**config.mk**
```make
export PLATFORM = sky130hd
export DESIGN_NAME = set_bit_enumerator_flat
export DESIGN_NICKNAME = d
export VERILOG_FILES = /design/src/rtl/set_bit_enumerator_if.sv /design/src/rtl/set_bit_enumerator.sv /design/src/flat_wrapper.sv
export SDC_FILE = /design/constraint.sdc
export NUM_CORES = 1
export LEC_CHECK = 0
export ABC_AREA = 1
export BUFFER_PORTS_ARGS = -buffer_cell sky130_fd_sc_hd__buf_2
export CAP_MARGIN = 30
export CELL_PAD_IN_SITES_DETAIL_PLACEMENT = 1
export CELL_PAD_IN_SITES_GLOBAL_PLACEMENT = 2
export CORE_ASPECT_RATIO = 0.75
export CORE_MARGIN = 1.5
export CORE_UTILIZATION = 28
export CTS_CLUSTER_SIZE = 28
export DETAILED_ROUTE_END_ITERATION = 10
export PLACE_DENSITY = 0.89
export SYNTH_ARGS = -nofsm -noshare
export SYNTH_HDL_FRONTEND = slang
export SYNTH_SLANG_ARGS = --single-unit
```
**constraint.sdc**
```tcl
create_clock -name clk -period 2.1 [get_ports clk]
set_input_delay 0.21 -clock clk [delete_from_list [all_inputs] [get_ports clk]]
set_output_delay 0.21 -clock clk [all_outputs]
set_load 0.1 [all_outputs]
```
**src/rtl/set_bit_enumerator_if.sv**
```systemverilog
// Handshake bundle for set_bit_enumerator: word input channel, index output
// channel and the per-word done/count report.
interface set_bit_enumerator_if #(
    parameter int WIDTH = 32,
    parameter int IDX_W = 5,
    parameter int CNT_W = 6
);
    logic             in_valid;
    logic             in_ready;
    logic [WIDTH-1:0] in_data;
    logic             out_valid;
    logic             out_ready;
    logic [IDX_W-1:0] out_idx;
    logic             out_last;
    logic             done;
    logic [CNT_W-1:0] done_count;

    // Producer/consumer side
    modport master (
        output in_valid, in_data, out_ready,
        input  in_ready, out_valid, out_idx, out_last, done, done_count
    );

    // Enumerator side
    modport slave (
        input  in_valid, in_data, out_ready,
        output in_ready, out_valid, out_idx, out_last, done, done_count
    );
endinterface

```
**src/rtl/set_bit_enumerator.sv**
```systemverilog
// Expands a word into the indices of its set bits, LSB first, one per accepted
// beat, then reports the number of indices emitted with a one-cycle done pulse.
module set_bit_enumerator #(
    parameter int WIDTH = 32,
    parameter int IDX_W = 5,
    parameter int CNT_W = 6
) (
    input logic                 clk,
    input logic                 rst_n,
    set_bit_enumerator_if.slave bus
);

    typedef enum logic [1:0] {
        S_IDLE = 2'd0,
        S_SCAN = 2'd1,
        S_DONE = 2'd2
    } state_t;

    state_t           r_state;
    state_t           w_state_nxt;
    logic [WIDTH-1:0] r_shadow;
    logic [WIDTH-1:0] w_shadow_nxt;
    logic [WIDTH-1:0] w_shadow_drop;
    logic [CNT_W-1:0] r_count;
    logic [CNT_W-1:0] w_count_nxt;
    logic             w_last;
    logic [IDX_W-1:0] w_low_idx;

    // Scanning downward leaves the lowest set bit as the final assignment.
    function automatic logic [IDX_W-1:0] lowest_set(input logic [WIDTH-1:0] v);
        logic [IDX_W-1:0] idx;
        idx = '0;
        for (int i = WIDTH - 1; i >= 0; i--) begin
            if (v[i]) idx = IDX_W'(i);
        end
        return idx;
    endfunction

    assign w_shadow_drop = r_shadow & (r_shadow - WIDTH'(1));
    assign w_last        = (w_shadow_drop == '0);
    assign w_low_idx     = lowest_set(r_shadow);

    always_ff @(posedge clk or negedge rst_n) begin
        if (!rst_n) begin
            r_state  <= S_IDLE;
            r_shadow <= '0;
            r_count  <= '0;
        end else begin
            r_state  <= w_state_nxt;
            r_shadow <= w_shadow_nxt;
            r_count  <= w_count_nxt;
        end
    end

    always_comb begin
        w_state_nxt  = r_state;
        w_shadow_nxt = r_shadow;
        w_count_nxt  = r_count;
        case (r_state)
            S_IDLE: begin
                if (bus.in_valid) begin
                    w_shadow_nxt = bus.in_data;
                    w_count_nxt  = '0;
                    w_state_nxt  = (bus.in_data != '0) ? S_SCAN : S_DONE;
                end
            end
            S_SCAN: begin
                if (bus.out_ready) begin
                    w_shadow_nxt = w_shadow_drop;
                    w_count_nxt  = r_count + CNT_W'(1);
                    if (w_last) w_state_nxt = S_DONE;
                end
            end
            S_DONE: begin
                w_state_nxt = S_IDLE;
            end
            default: begin
                w_state_nxt = S_IDLE;
            end
        endcase
    end

    // Outputs depend on registered state only; index/last are zeroed outside SCAN.
    assign bus.in_ready   = (r_state == S_IDLE);
    assign bus.out_valid  = (r_state == S_SCAN);
    assign bus.out_idx    = (r_state == S_SCAN) ? w_low_idx : '0;
    assign bus.out_last   = (r_state == S_SCAN) && w_last;
    assign bus.done       = (r_state == S_DONE);
    assign bus.done_count = (r_state == S_DONE) ? r_count : '0;

endmodule
```
**src/flat_wrapper.sv**
```systemverilog
// flat-port wrapper written by rule: the top's interface ports become plain ports
module set_bit_enumerator_flat 
#(
    parameter int WIDTH = 32,
    parameter int IDX_W = 5,
    parameter int CNT_W = 6
)
  (clk, rst_n, bus_in_valid, bus_in_data, bus_out_ready, bus_in_ready, bus_out_valid, bus_out_idx, bus_out_last, bus_done, bus_done_count);
  set_bit_enumerator_if #(.WIDTH(WIDTH), .IDX_W(IDX_W), .CNT_W(CNT_W)) bus_i ();
  input logic clk;
  input logic rst_n;
  input wire logic [$bits(bus_i.in_valid)-1:0] bus_in_valid;
  input wire logic [$bits(bus_i.in_data)-1:0] bus_in_data;
  input wire logic [$bits(bus_i.out_ready)-1:0] bus_out_ready;
  output wire logic [$bits(bus_i.in_ready)-1:0] bus_in_ready;
  output wire logic [$bits(bus_i.out_valid)-1:0] bus_out_valid;
  output wire logic [$bits(bus_i.out_idx)-1:0] bus_out_idx;
  output wire logic [$bits(bus_i.out_last)-1:0] bus_out_last;
  output wire logic [$bits(bus_i.done)-1:0] bus_done;
  output wire logic [$bits(bus_i.done_count)-1:0] bus_done_count;
  assign bus_i.in_valid = bus_in_valid;
  assign bus_i.in_data = bus_in_data;
  assign bus_i.out_ready = bus_out_ready;
  assign bus_in_ready = bus_i.in_ready;
  assign bus_out_valid = bus_i.out_valid;
  assign bus_out_idx = bus_i.out_idx;
  assign bus_out_last = bus_i.out_last;
  assign bus_done = bus_i.done;
  assign bus_done_count = bus_i.done_count;
  set_bit_enumerator #(.WIDTH(WIDTH), .IDX_W(IDX_W), .CNT_W(CNT_W)) u_core (.clk(clk), .rst_n(rst_n), .bus(bus_i));
endmodule
```
==> results of run 1 <==
-- Yosys cell counts --
| cell type | count | area [um2] |
|---|---|---|
| o211ai_1 | 7 | 52.6 |
| nor2_1 | 60 | 225 |
| nor2_2 | 2 | 12.5 |
| nor2_8 | 4 | 80.1 |
| buf_4 | 4 | 30.0 |
| nor3_2 | 1 | 10.0 |
| nand3_1 | 7 | 35.0 |
| o21a_1 | 2 | 15.0 |
| o41ai_1 | 1 | 8.76 |
| inv_1 | 77 | 289 |
| inv_2 | 7 | 26.3 |
| nand2_2 | 1 | 6.26 |
| nand3_4 | 1 | 17.5 |
| o21ai_0 | 52 | 260 |
| nor4_1 | 8 | 50.1 |
| nand4_1 | 8 | 50.1 |
| dfrtp_1 | 40 | 1000 |
| a2111oi_0 | 1 | 8.76 |
| o21ai_1 | 4 | 20.0 |
| a31oi_1 | 2 | 12.5 |
| nor2_4 | 3 | 33.8 |
| a41oi_1 | 1 | 8.76 |
| nand2_1 | 63 | 236 |
| o22ai_1 | 13 | 81.3 |
| nor3_1 | 10 | 50.1 |
| nor4_2 | 1 | 12.5 |
| inv_4 | 1 | 6.26 |
| a21oi_1 | 32 | 160 |
| ha_1 | 1 | 12.5 |
| o31ai_1 | 1 | 7.51 |
| clkbuf_1 | 10 | 37.5 |
-- placed cells by master (no fill, tap or decap), types with 2 or more instances in the layout --
cell type  Yosys  final
o21ai_2        0      3
nand2_4        0      2
nor2_2         2     19
inv_1         77     73
nor2_4         3      9
buf_4          4    100
nor4_1         8      7
buf_6          0      6
nor3_4         0      3
o22ai_1       13     12
o21ai_1        4      7
nor2_1        60     37
nor2_8         4      4
dfrtp_1       40     40
o21a_1         2      2
buf_2          0     36
a21oi_1       32     27
a21oi_2        0      4
nand4_1        8      8
nor4_2         1      2
o211ai_1       7      7
nor3_1        10      5
nor3_2         1      3
inv_4          1      3
buf_12         0     14
nand2_2        1      5
inv_2          7      7
o21ai_0       52     46
nand2_1       63     57
nand3_1        7      7
clkbuf_16      0      5
-- kinds of logic after synthesis --
group / after synthesis
fa+ha+maj: 1
compound gates: 116
buf+inv: 99
flops: 40
simple gates: 169
-- worst max-delay path, cell delays in order, from the launching register on --
cell and delay [ps]:
dfrtp_1 380, nor2_1 190, inv_1 100, nor2_2 130, nand2_2 110, nor2_8 150, inv_6 60, nor2_8 90
buf_4 110, nand2_1 40, nand2_1 100, nand4_1 120, nor4_2 320, nand4_1 240, nor2_4 180, buf_12 180
-- registers in the layout, indices dropped and copies added (netlist names) --
name             cells
u_core.r_state       2
u_core.r_shadow     32
u_core.r_count       6
-- power groups by stage --
stage / Sequential, mW / Combinational (mW) / Clock, mW
2_1_floorplan: 1.36 / 2.80 / 0
3_3_place_gp: 1.36 / 4.91 / 0
3_5_place_dp: 1.39 / 5.06 / 0
4_1_cts: 1.39 / 5.34 / 0.901
5_1_grt: 1.44 / 6.11 / 0.931
6_report: 1.40 / 5.61 / 0.897
-- worst max path at each step --
stage / end / cells past startpoint / slack [ps] / startpoint
after floorplan: bus_out_last / 15 / -510 / u_core.r_shadow[1]
after global placement: bus_out_last / 12 / -570 / u_core.r_shadow[15]
after detailed placement: bus_out_last / 14 / -650 / u_core.r_shadow[15]
after CTS: bus_out_last / 16 / -850 / u_core.r_shadow[1]
after global routing: bus_out_idx[0] / 32 / -1120 / u_core.r_shadow[30]
final: bus_out_last / 15 / -920 / u_core.r_shadow[13]
-- timing repair --
item | CTS | global route
pin swaps | 11 | 12
setup buffers | 6 | 7
hold buffers | 1 | 0
hold endpoints to repair | 15 | 0
setup endpoints to repair | 10 | 16
resized for setup | 33 | 19
-- cell type report --
class,instances,area [um2]
fillers,1237,5130
repair buffers,157,1290
well taps,132,165
inverters,85,335
clock inverters,2,35.0
clock buffers,6,129
flip-flops and latches,40,1000
multi-input cells,286,1690
-- routing by layer --
metal | global-route usage (%) | vias to the layer above
li1 | - | 1693
met1 | 28.0 | 1701
met2 | 36.3 | 74
met3 | 4.67 | 19
met4 | 5.36 | 0
met5 | 0 | -
==> results.py, run 1 <==
metrics = {
    "worst_setup_path": {
        "r2r_end": "u_core.r_state[0]",
        "r2r_slack_ps": -820,
        "critPathCaptureType": "primary output",
        "critPathMaxFanout": 5,
        "rr_worst_depth": 19,
        "cp.required_ps": 1890,
        "crit_type": "flip-flop to primary output",
        "worstReg2RegStart": "u_core.r_shadow[13]",
        "worstPathArrival_ps": 2810,
        "startpoint_type": "flip-flop",
    },
    "floorplanning": {
        "core_mm2": 0.00977,
        "io_pins": 51,
        "die_h_um": 90.5,
        "initial_utilization_pct": 29.2,
        "core.rowCount": 31,
        "dieArea_mm2": 0.0108,
        "die_x_um": 120,
    },
    "final_layout": {
        "utilization_pct": 47.5,
        "final_nets": 612,
        "antenna_cells": 0,
        "final_area_mm2": 0.00464,
        "instances_no_fill": 708,
        "syn_to_final_growth_pct": 62.4,
        "drive_gt1_share_pct": 40.6,
    },
    "logic_synthesis": {
        "yosys.area_share.xor_xnor_pct": 0,
        "synthCells": 425,
        "synthSimpleGateAreaFrac_pct": 28.7,
        "synth-seq-area-share_pct": 35.0,
        "yosysUniqueCellTypes": 31,
        "synth_area_mm2": 0.00286,
        "synth-compound-area-share_pct": 22.2,
        "ys_seq_elements": 40,
        "syn_avg_cell_area_um2": 6.72,
        "synthAdderAreaFrac_pct": 0.438,
        "synth_warnings": 0,
        "synth_top_family_by_area": "simple AND/OR/NAND/NOR gates",
        "syn-num-nets": 462,
        "synthMuxAreaShare_pct": 0,
    },
    "place": {
        "port_buffers": 50,
        "dpl.hpwl_um": 8650,
        "placed_cells": 688,
        "gp_congestion": 0.901,
        "dpl-instance-area_mm2": 0.00421,
        "dp_worst_setup_slack_ps": -653,
    },
    "clock_tree": {
        "clock-sinks": 40,
        "cts_max_path_buffers": 2,
        "cts_max_level": 2,
        "clk_pin_slew_worst_paths_ps": 60,
        "numCtsBuffers": 5,
        "cts_tree": "built",
        "clock-root-buffer": "clkbuf_16",
        "clk_latency_ps": 290,
    },
    "sta": {
        "tightestPinTransition_ps": 494,
        "clock_skew_ps": 3.84,
        "period_needed_ps": 3020,
        "relSlewSlack_pct": 66.2,
        "tns_ps": -4010,
        "setup_viol": 8,
        "hold_ws_ps": 145,
        "finalHoldViolations": 0,
        "period_share_pct": 144,
        "rsz0062_at_grt": "yes",
        "drv_slew": 0,
        "finalWorstSetupSlack_ps": -922,
        "fmax_mhz": 331,
    },
    "grt": {
        "grt_usage_pct": 21.5,
        "antenna_found_initial": 0,
        "overflow": 0,
        "grt_pass1_vias": 3764,
        "grt_max_degree": 29,
        "grt_pass1_wl_um": 18600,
    },
    "routing": {
        "antenna_left": 0,
        "wl_met3_um": 518,
        "top_layer": "met4",
        "drt_pass1_iterations": 4,
        "vias": 3487,
        "avgRoutedWirePerCell_um": 16.2,
        "drc": 0,
        "drt_iter0_markers": 123,
        "viasPerCell": 4.93,
        "route.met2.wl_um": 5480,
        "routed_wirelength_um": 11500,
        "wl_met1_um": 5280,
    },
    "pwr": {
        "combinationalPowerShare_pct": 70.9,
        "p_per_area_mw_per_mm2": 1700,
        "p_switching_mw": 3.90,
        "power_frac_seq_pct": 17.7,
        "peakVddDrop_mv": 1.10,
        "power_leakage_nw": 2.28,
        "intPower_mw": 4.01,
        "power_mw": 7.91,
        "p_clk_share_pct": 11.3,
        "swShare_pct": 49.3,
    },
    "run_status": {
        "violations": "negative setup slack",
        "outcome": "finished with violations",
    },
    "worst_hold_path": {
        "hp-class": "input port to flip-flop",
        "min_from": "bus_in_data[0]",
        "hold_depth": 3,
        "whs_endpoint": "u_core.r_shadow[0]",
    },
    "run": {
        "max-cap-violations": 0,
    },
}
Note: power is estimated with default switching activity, not from simulation.
==> run 2: changes to the inputs <==
--- a/config.mk
+++ b/config.mk
@@ -12,10 +12,10 @@
 export CELL_PAD_IN_SITES_GLOBAL_PLACEMENT = 2
 export CORE_ASPECT_RATIO = 0.75
 export CORE_MARGIN = 1.5
-export CORE_UTILIZATION = 28
+export CORE_UTILIZATION = 31
 export CTS_CLUSTER_SIZE = 28
 export DETAILED_ROUTE_END_ITERATION = 10
-export PLACE_DENSITY = 0.89
+export PLACE_DENSITY = 0.93
 export SYNTH_ARGS = -nofsm -noshare
 export SYNTH_HDL_FRONTEND = slang
 export SYNTH_SLANG_ARGS = --single-unit
==> constraint.sdc (replaced) <==
create_clock -name clk -period 2.8 [get_ports clk]
set_input_delay 0.28 -clock clk [delete_from_list [all_inputs] [get_ports clk]]
set_output_delay 0.28 -clock clk [all_outputs]
set_load 0.1 [all_outputs]
==> run 2 against run 1 <==
Compared with the run above:
- the flow still finishes with violations (negative setup slack)
- sequential cell count is the same
- global-route usage rose by 0.56 points
- cell area fell by 15%
- largest power group unchanged
==> results.py, run 2 (synthesized netlist as in run 1, its figures left out) <==
metrics = {
    "run_status": {
        "outcome": "finished with violations",
        "violations": "negative setup slack",
    },
    "final_layout": {
        "final_nets": 549,
        "instances_no_fill": 625,
        "final_area_mm2": 0.00393,
        "drive_gt1_share_pct": 28.5,
        "syn_to_final_growth_pct": 37.3,
        "final_common_cell": "inv_1",
        "max_flop_register": "u_core.r_shadow",
        "largest_reg_flops": 32,
        "antenna_cells": 0,
        "top_regs": "u_core.r_shadow (32), u_core.r_count (6), u_core.r_state (2)",
        "layout_common_cells": "75 x inv_1, 57 x nand2_1, 54 x nor2_1, 50 x o21ai_0, 43 x buf_2",
    },
    "pwr": {
        "p_per_area_mw_per_mm2": 1270,
        "intPower_mw": 2.35,
        "combinationalPowerShare_pct": 66.1,
        "peakVddDrop_mv": 0.811,
        "swShare_pct": 52.7,
        "power_frac_seq_pct": 21.6,
        "power_mw": 4.98,
        "power_leakage_nw": 1.97,
        "p_clk_share_pct": 12.3,
        "p_switching_mw": 2.62,
    },
    "clock_tree": {
        "cts_tree": "built",
        "clk_latency_ps": 300,
        "cts_max_path_buffers": 2,
        "numCtsBuffers": 5,
        "cts_max_level": 2,
        "clock-root-buffer": "clkbuf_16",
        "clock-sinks": 40,
        "clk_pin_slew_worst_paths_ps": 60,
    },
    "floorplanning": {
        "die_h_um": 86.2,
        "die_x_um": 114,
        "initial_utilization_pct": 31.7,
        "io_pins": 51,
        "core_mm2": 0.00901,
        "dieArea_mm2": 0.00981,
        "core.rowCount": 30,
    },
    "worst_setup_path": {
        "crit_type": "flip-flop to primary output",
        "worstPathArrival_ps": 2730,
        "worstReg2RegStart": "u_core.r_shadow[0]",
        "rr_worst_depth": 19,
        "cp.required_ps": 2520,
        "critPathMaxFanout": 3,
        "startpoint_type": "flip-flop",
        "critPathCaptureType": "primary output",
        "r2r_slack_ps": 90,
        "r2r_end": "u_core.r_state[0]",
    },
    "routing": {
        "antenna_left": 0,
        "routed_wirelength_um": 10200,
        "vias": 3157,
        "drc": 0,
        "avgRoutedWirePerCell_um": 16.3,
        "drt_iter0_markers": 157,
        "drt_pass1_iterations": 4,
        "viasPerCell": 5.05,
    },
    "sta": {
        "setup_viol": 2,
        "finalWorstSetupSlack_ps": -212,
        "clock_skew_ps": 3.89,
        "finalHoldViolations": 0,
        "hold_ws_ps": 266,
        "period_needed_ps": 3010,
        "drv_slew": 0,
        "rsz0062_at_grt": "yes",
        "period_share_pct": 108,
        "tightestPinTransition_ps": 669,
        "fmax_mhz": 332,
        "relSlewSlack_pct": 55.4,
    },
    "grt": {
        "overflow": 0,
        "antenna_found_initial": 0,
        "grt_use_met2_pct": 36.3,
        "grtUsageMet1_pct": 29.6,
        "grt-busiest-layer": "met2",
        "grt_max_degree": 41,
        "grt_pass1_wl_um": 16700,
        "grt_pass1_vias": 3382,
        "grt_usage_pct": 22.1,
        "grt_util_met3_pct": 3.96,
    },
    "place": {
        "placed_cells": 582,
        "gp_congestion": 0.839,
        "dpl.hpwl_um": 7310,
        "dpl-instance-area_mm2": 0.00338,
        "port_buffers": 50,
        "dp_worst_setup_slack_ps": -257,
    },
    "worst_hold_path": {
        "hp-class": "input port to flip-flop",
        "whs_endpoint": "u_core.r_shadow[0]",
        "hold_depth": 3,
        "min_from": "bus_in_data[0]",
    },
    "run": {
        "max-cap-violations": 0,
    },
}
[run 2: worst max path at each step]
| stage | from | endpoint | slack, ps | cells after the start |
|---|---|---|---|---|
| global route | u_core.r_shadow[30] | bus_out_idx[0] | -440 | 32 |
| global placement | u_core.r_shadow[6] | bus_out_last | -200 | 14 |
| floorplan | u_core.r_state[0] | bus_out_idx[0] | -340 | 6 |
| detailed placement | u_core.r_shadow[0] | bus_out_last | -260 | 16 |
| finish | u_core.r_shadow[0] | bus_out_last | -210 | 16 |
| CTS | u_core.r_shadow[0] | bus_out_last | -350 | 16 |
[run 2: area by class of cell]
cell class | count | area, um2
Clock buffer | 6 | 139
Clock inverter | 2 | 10.0
Fill cell | 1184 | 5080
Inverter | 85 | 329
Multi-Input combinational cell | 286 | 1580
Sequential cell | 40 | 1000
Tap cell | 112 | 140
Timing Repair Buffer | 94 | 727
[run 2: per-stage QoR]
| step | TNS (ps) | util (%) |
|---|---|---|
| 6_report | -355 | 43.6 |
| 2_1_floorplan | -1530 | - |
| 4_1_cts | -679 | 42.4 |
| 3_3_place_gp | -266 | 37.5 |
| 3_5_place_dp | -404 | 37.5 |
| 5_1_grt | -1070 | 43.6 |
[run 2: metal layers]
metal  part of all wire [%]  up-vias
met1                     48     1519
met2                     46       70
li1                       -     1555
met3                    4.4       13
met5                      0        -
met4                    1.5        0
[run 2: timing repair]
action,CTS,global route
resized for setup,23,13
endpoints found under the hold margin,0,14
pin swaps,11,13
setup endpoints to repair,3,6
setup buffers,29,9
gates cloned,0,0
hold buffers,0,1
[run 2: critical path: stages (launching register included)]
cell	delay (ps)
dfrtp_2	440
nor2_4	120
inv_4	60
nor2_8	90
inv_4	60
nor2_8	90
inv_4	60
nor2_4	90
inv_2	60
nor2_4	120
nand2_4	80
o41ai_2	210
inv_1	110
nor4_2	300
nand4_1	210
nor2_4	150
buf_12	180
[run 2: power by group through the flow]
| stage | clock, mW | combinational (mW) | sequential [mW] |
|---|---|---|---|
| finish | 0.613 | 3.29 | 1.07 |
| detailed placement | 0 | 2.77 | 1.06 |
| floorplan | 0 | 2.03 | 1.01 |
| CTS | 0.614 | 3.14 | 1.06 |
| global placement | 0 | 2.70 | 1.05 |
| global route | 0.646 | 3.62 | 1.11 |
==> run 3: changes to the inputs <==
--- a/config.mk
+++ b/config.mk
@@ -15,7 +15,7 @@
 export CORE_UTILIZATION = 31
 export CTS_CLUSTER_SIZE = 28
 export DETAILED_ROUTE_END_ITERATION = 10
-export PLACE_DENSITY = 0.93
+export PLACE_DENSITY_LB_ADDON = 0.25
 export SYNTH_ARGS = -nofsm -noshare
 export SYNTH_HDL_FRONTEND = slang
 export SYNTH_SLANG_ARGS = --single-unit
==> run 3 against run 2 <==
Compared with the run above:
- the flow still finishes with violations (negative setup slack)
- clock-buffer cell count decreased by 1
- total power decreased by 1.1%
- final cell count decreased by 1.4%
- largest power group unchanged
- highest routed layer unchanged
==> results.py, run 3 (synthesized netlist as in run 1, its figures left out) <==
metrics = {
    "routing": {
        "vias": 3118,
        "drt_pass1_iterations": 4,
        "routed_wirelength_um": 10300,
        "viasPerCell": 5.06,
        "drc": 0,
        "avgRoutedWirePerCell_um": 16.8,
        "drt_iter0_markers": 156,
        "antenna_left": 0,
    },
    "pwr": {
        "peakVddDrop_mv": 0.550,
        "p_per_area_mw_per_mm2": 1290,
        "power_mw": 4.92,
        "power_leakage_nw": 1.89,
    },
    "grt": {
        "grt_max_degree": 37,
        "grt_pass1_wl_um": 17100,
        "overflow": 0,
        "antenna_found_initial": 0,
        "grt_pass1_vias": 3327,
        "grt_usage_pct": 22.6,
    },
    "final_layout": {
        "top_regs": "u_core.r_shadow (32), u_core.r_count (6), u_core.r_state (2)",
        "syn_to_final_growth_pct": 34.0,
        "max_flop_register": "u_core.r_shadow",
        "layout_common_cells": "75 x inv_1, 58 x nor2_1, 53 x nand2_1, 49 x o21ai_0, 43 x buf_2",
        "final_common_cell": "inv_1",
        "final_nets": 540,
        "utilization_pct": 42.5,
        "antenna_cells": 0,
        "largest_reg_flops": 32,
        "drive_gt1_share_pct": 26.8,
    },
    "place": {
        "port_buffers": 50,
        "gp_congestion": 0.856,
        "dpl.hpwl_um": 7860,
    },
    "worst_setup_path": {
        "cp.required_ps": 2520,
        "critPathMaxFanout": 3,
        "critPathCaptureType": "primary output",
        "worstPathArrival_ps": 2750,
        "startpoint_type": "flip-flop",
        "crit_type": "flip-flop to primary output",
    },
    "floorplanning": {
        "core.rowCount": 30,
        "die_h_um": 86.2,
        "dieArea_mm2": 0.00981,
        "io_pins": 51,
        "initial_utilization_pct": 31.7,
        "die_x_um": 114,
        "core_mm2": 0.00901,
    },
    "clock_tree": {
        "clock-sinks": 40,
        "clk_pin_slew_worst_paths_ps": 60,
        "numCtsBuffers": 5,
        "cts_tree": "built",
        "clk_latency_ps": 300,
        "clock-root-buffer": "clkbuf_16",
        "cts_max_level": 2,
        "cts_max_path_buffers": 2,
    },
    "sta": {
        "drv_slew": 0,
        "setup_viol": 2,
        "finalHoldViolations": 0,
        "finalWorstSetupSlack_ps": -227,
        "period_needed_ps": 3030,
        "rsz0062_at_grt": "yes",
        "tightestPinTransition_ps": 651,
        "clock_skew_ps": 7.92,
        "relSlewSlack_pct": 56.5,
        "fmax_mhz": 330,
        "period_share_pct": 108,
    },
    "run_status": {
        "outcome": "finished with violations",
        "violations": "negative setup slack",
    },
    "worst_hold_path": {
        "hp-class": "input port to flip-flop",
    },
    "run": {
        "max-cap-violations": 0,
    },
}
run 3: per-stage QoR:
stage / setup WS, ps / hold slack (ps) / setup TNS [ps] / cell area, um2 / cells
final: -227 / 228 / -454 / 3830 / 616
after global routing: -511 / 242 / -982 / 3830 / 616
after CTS: -329 / 224 / -658 / 3770 / 614
after detailed placement: -140 / 120 / -166 / 3460 / 591
after global placement: -120 / 487 / -120 / 3440 / 590
after floorplan: -336 / -15.6 / -1530 / 2880 / 425
run 3: timing repair:
action / in CTS / in global routing
hold endpoints to repair: 4 / 0
resized for setup: 10 / 15
pin swaps: 10 / 13
hold buffers: 1 / 0
setup buffers: 14 / 2
setup endpoints to repair: 3 / 4
run 3: final cells by class:
type                       count  area (um2)
inverter                      85         329
clock buffer                   5         125
sequential                    40        1000
clock inverter                 3        42.5
multi-input combinational    286        1560
fill                        1177        5180
timing repair buffer          85         633
tap                          112         140
run 3: report_power, final:
part	switching [mW]	internal (mW)	total, mW
Sequential	0.197	0.859	1.06
Combinational	2.15	1.04	3.19
Clock	0.261	0.419	0.681
run 3: final timing paths:
kind / endpoint / slack [ps] / from / depth (start not counted)
setup / recovery: bus_out_last / -230 / u_core.r_shadow[0] / 17
hold / removal: u_core.r_shadow[0] / 230 / bus_in_data[0] / 3
setup reg to reg: u_core.r_state[0] / 200 / u_core.r_shadow[0] / 19
hold reg to reg: u_core.r_count[5] / 590 / u_core.r_count[5] / 2
max in group asynchronous: u_core.r_shadow[18] / 2010 / rst_n / 3
min in group asynchronous: u_core.r_shadow[20] / 340 / rst_n / 2
run 3: worst max-delay path, cell delays in order (launching register included):
cell     delay [ps]
dfrtp_1         420
nor2_4          150
inv_4            60
nor2_8           90
inv_4            50
nor2_8          110
inv_4            60
nor2_4          110
inv_2            50
nor2_4          110
nand2_2          80
buf_4           140
nand2_1          80
nand2_1          80
nor4_2          280
nand4_1         220
nor2_4          160
buf_12          180
run 3: routing by layer:
layer / wire [um] / up-vias / track usage (%)
li1: - / 1558 / -
met1: 5420 / 1506 / 32.6
met2: 4470 / 41 / 34.9
met3: 292 / 13 / 3.53
met4: 148 / 0 / 6.59
met5: 0 / - / 0
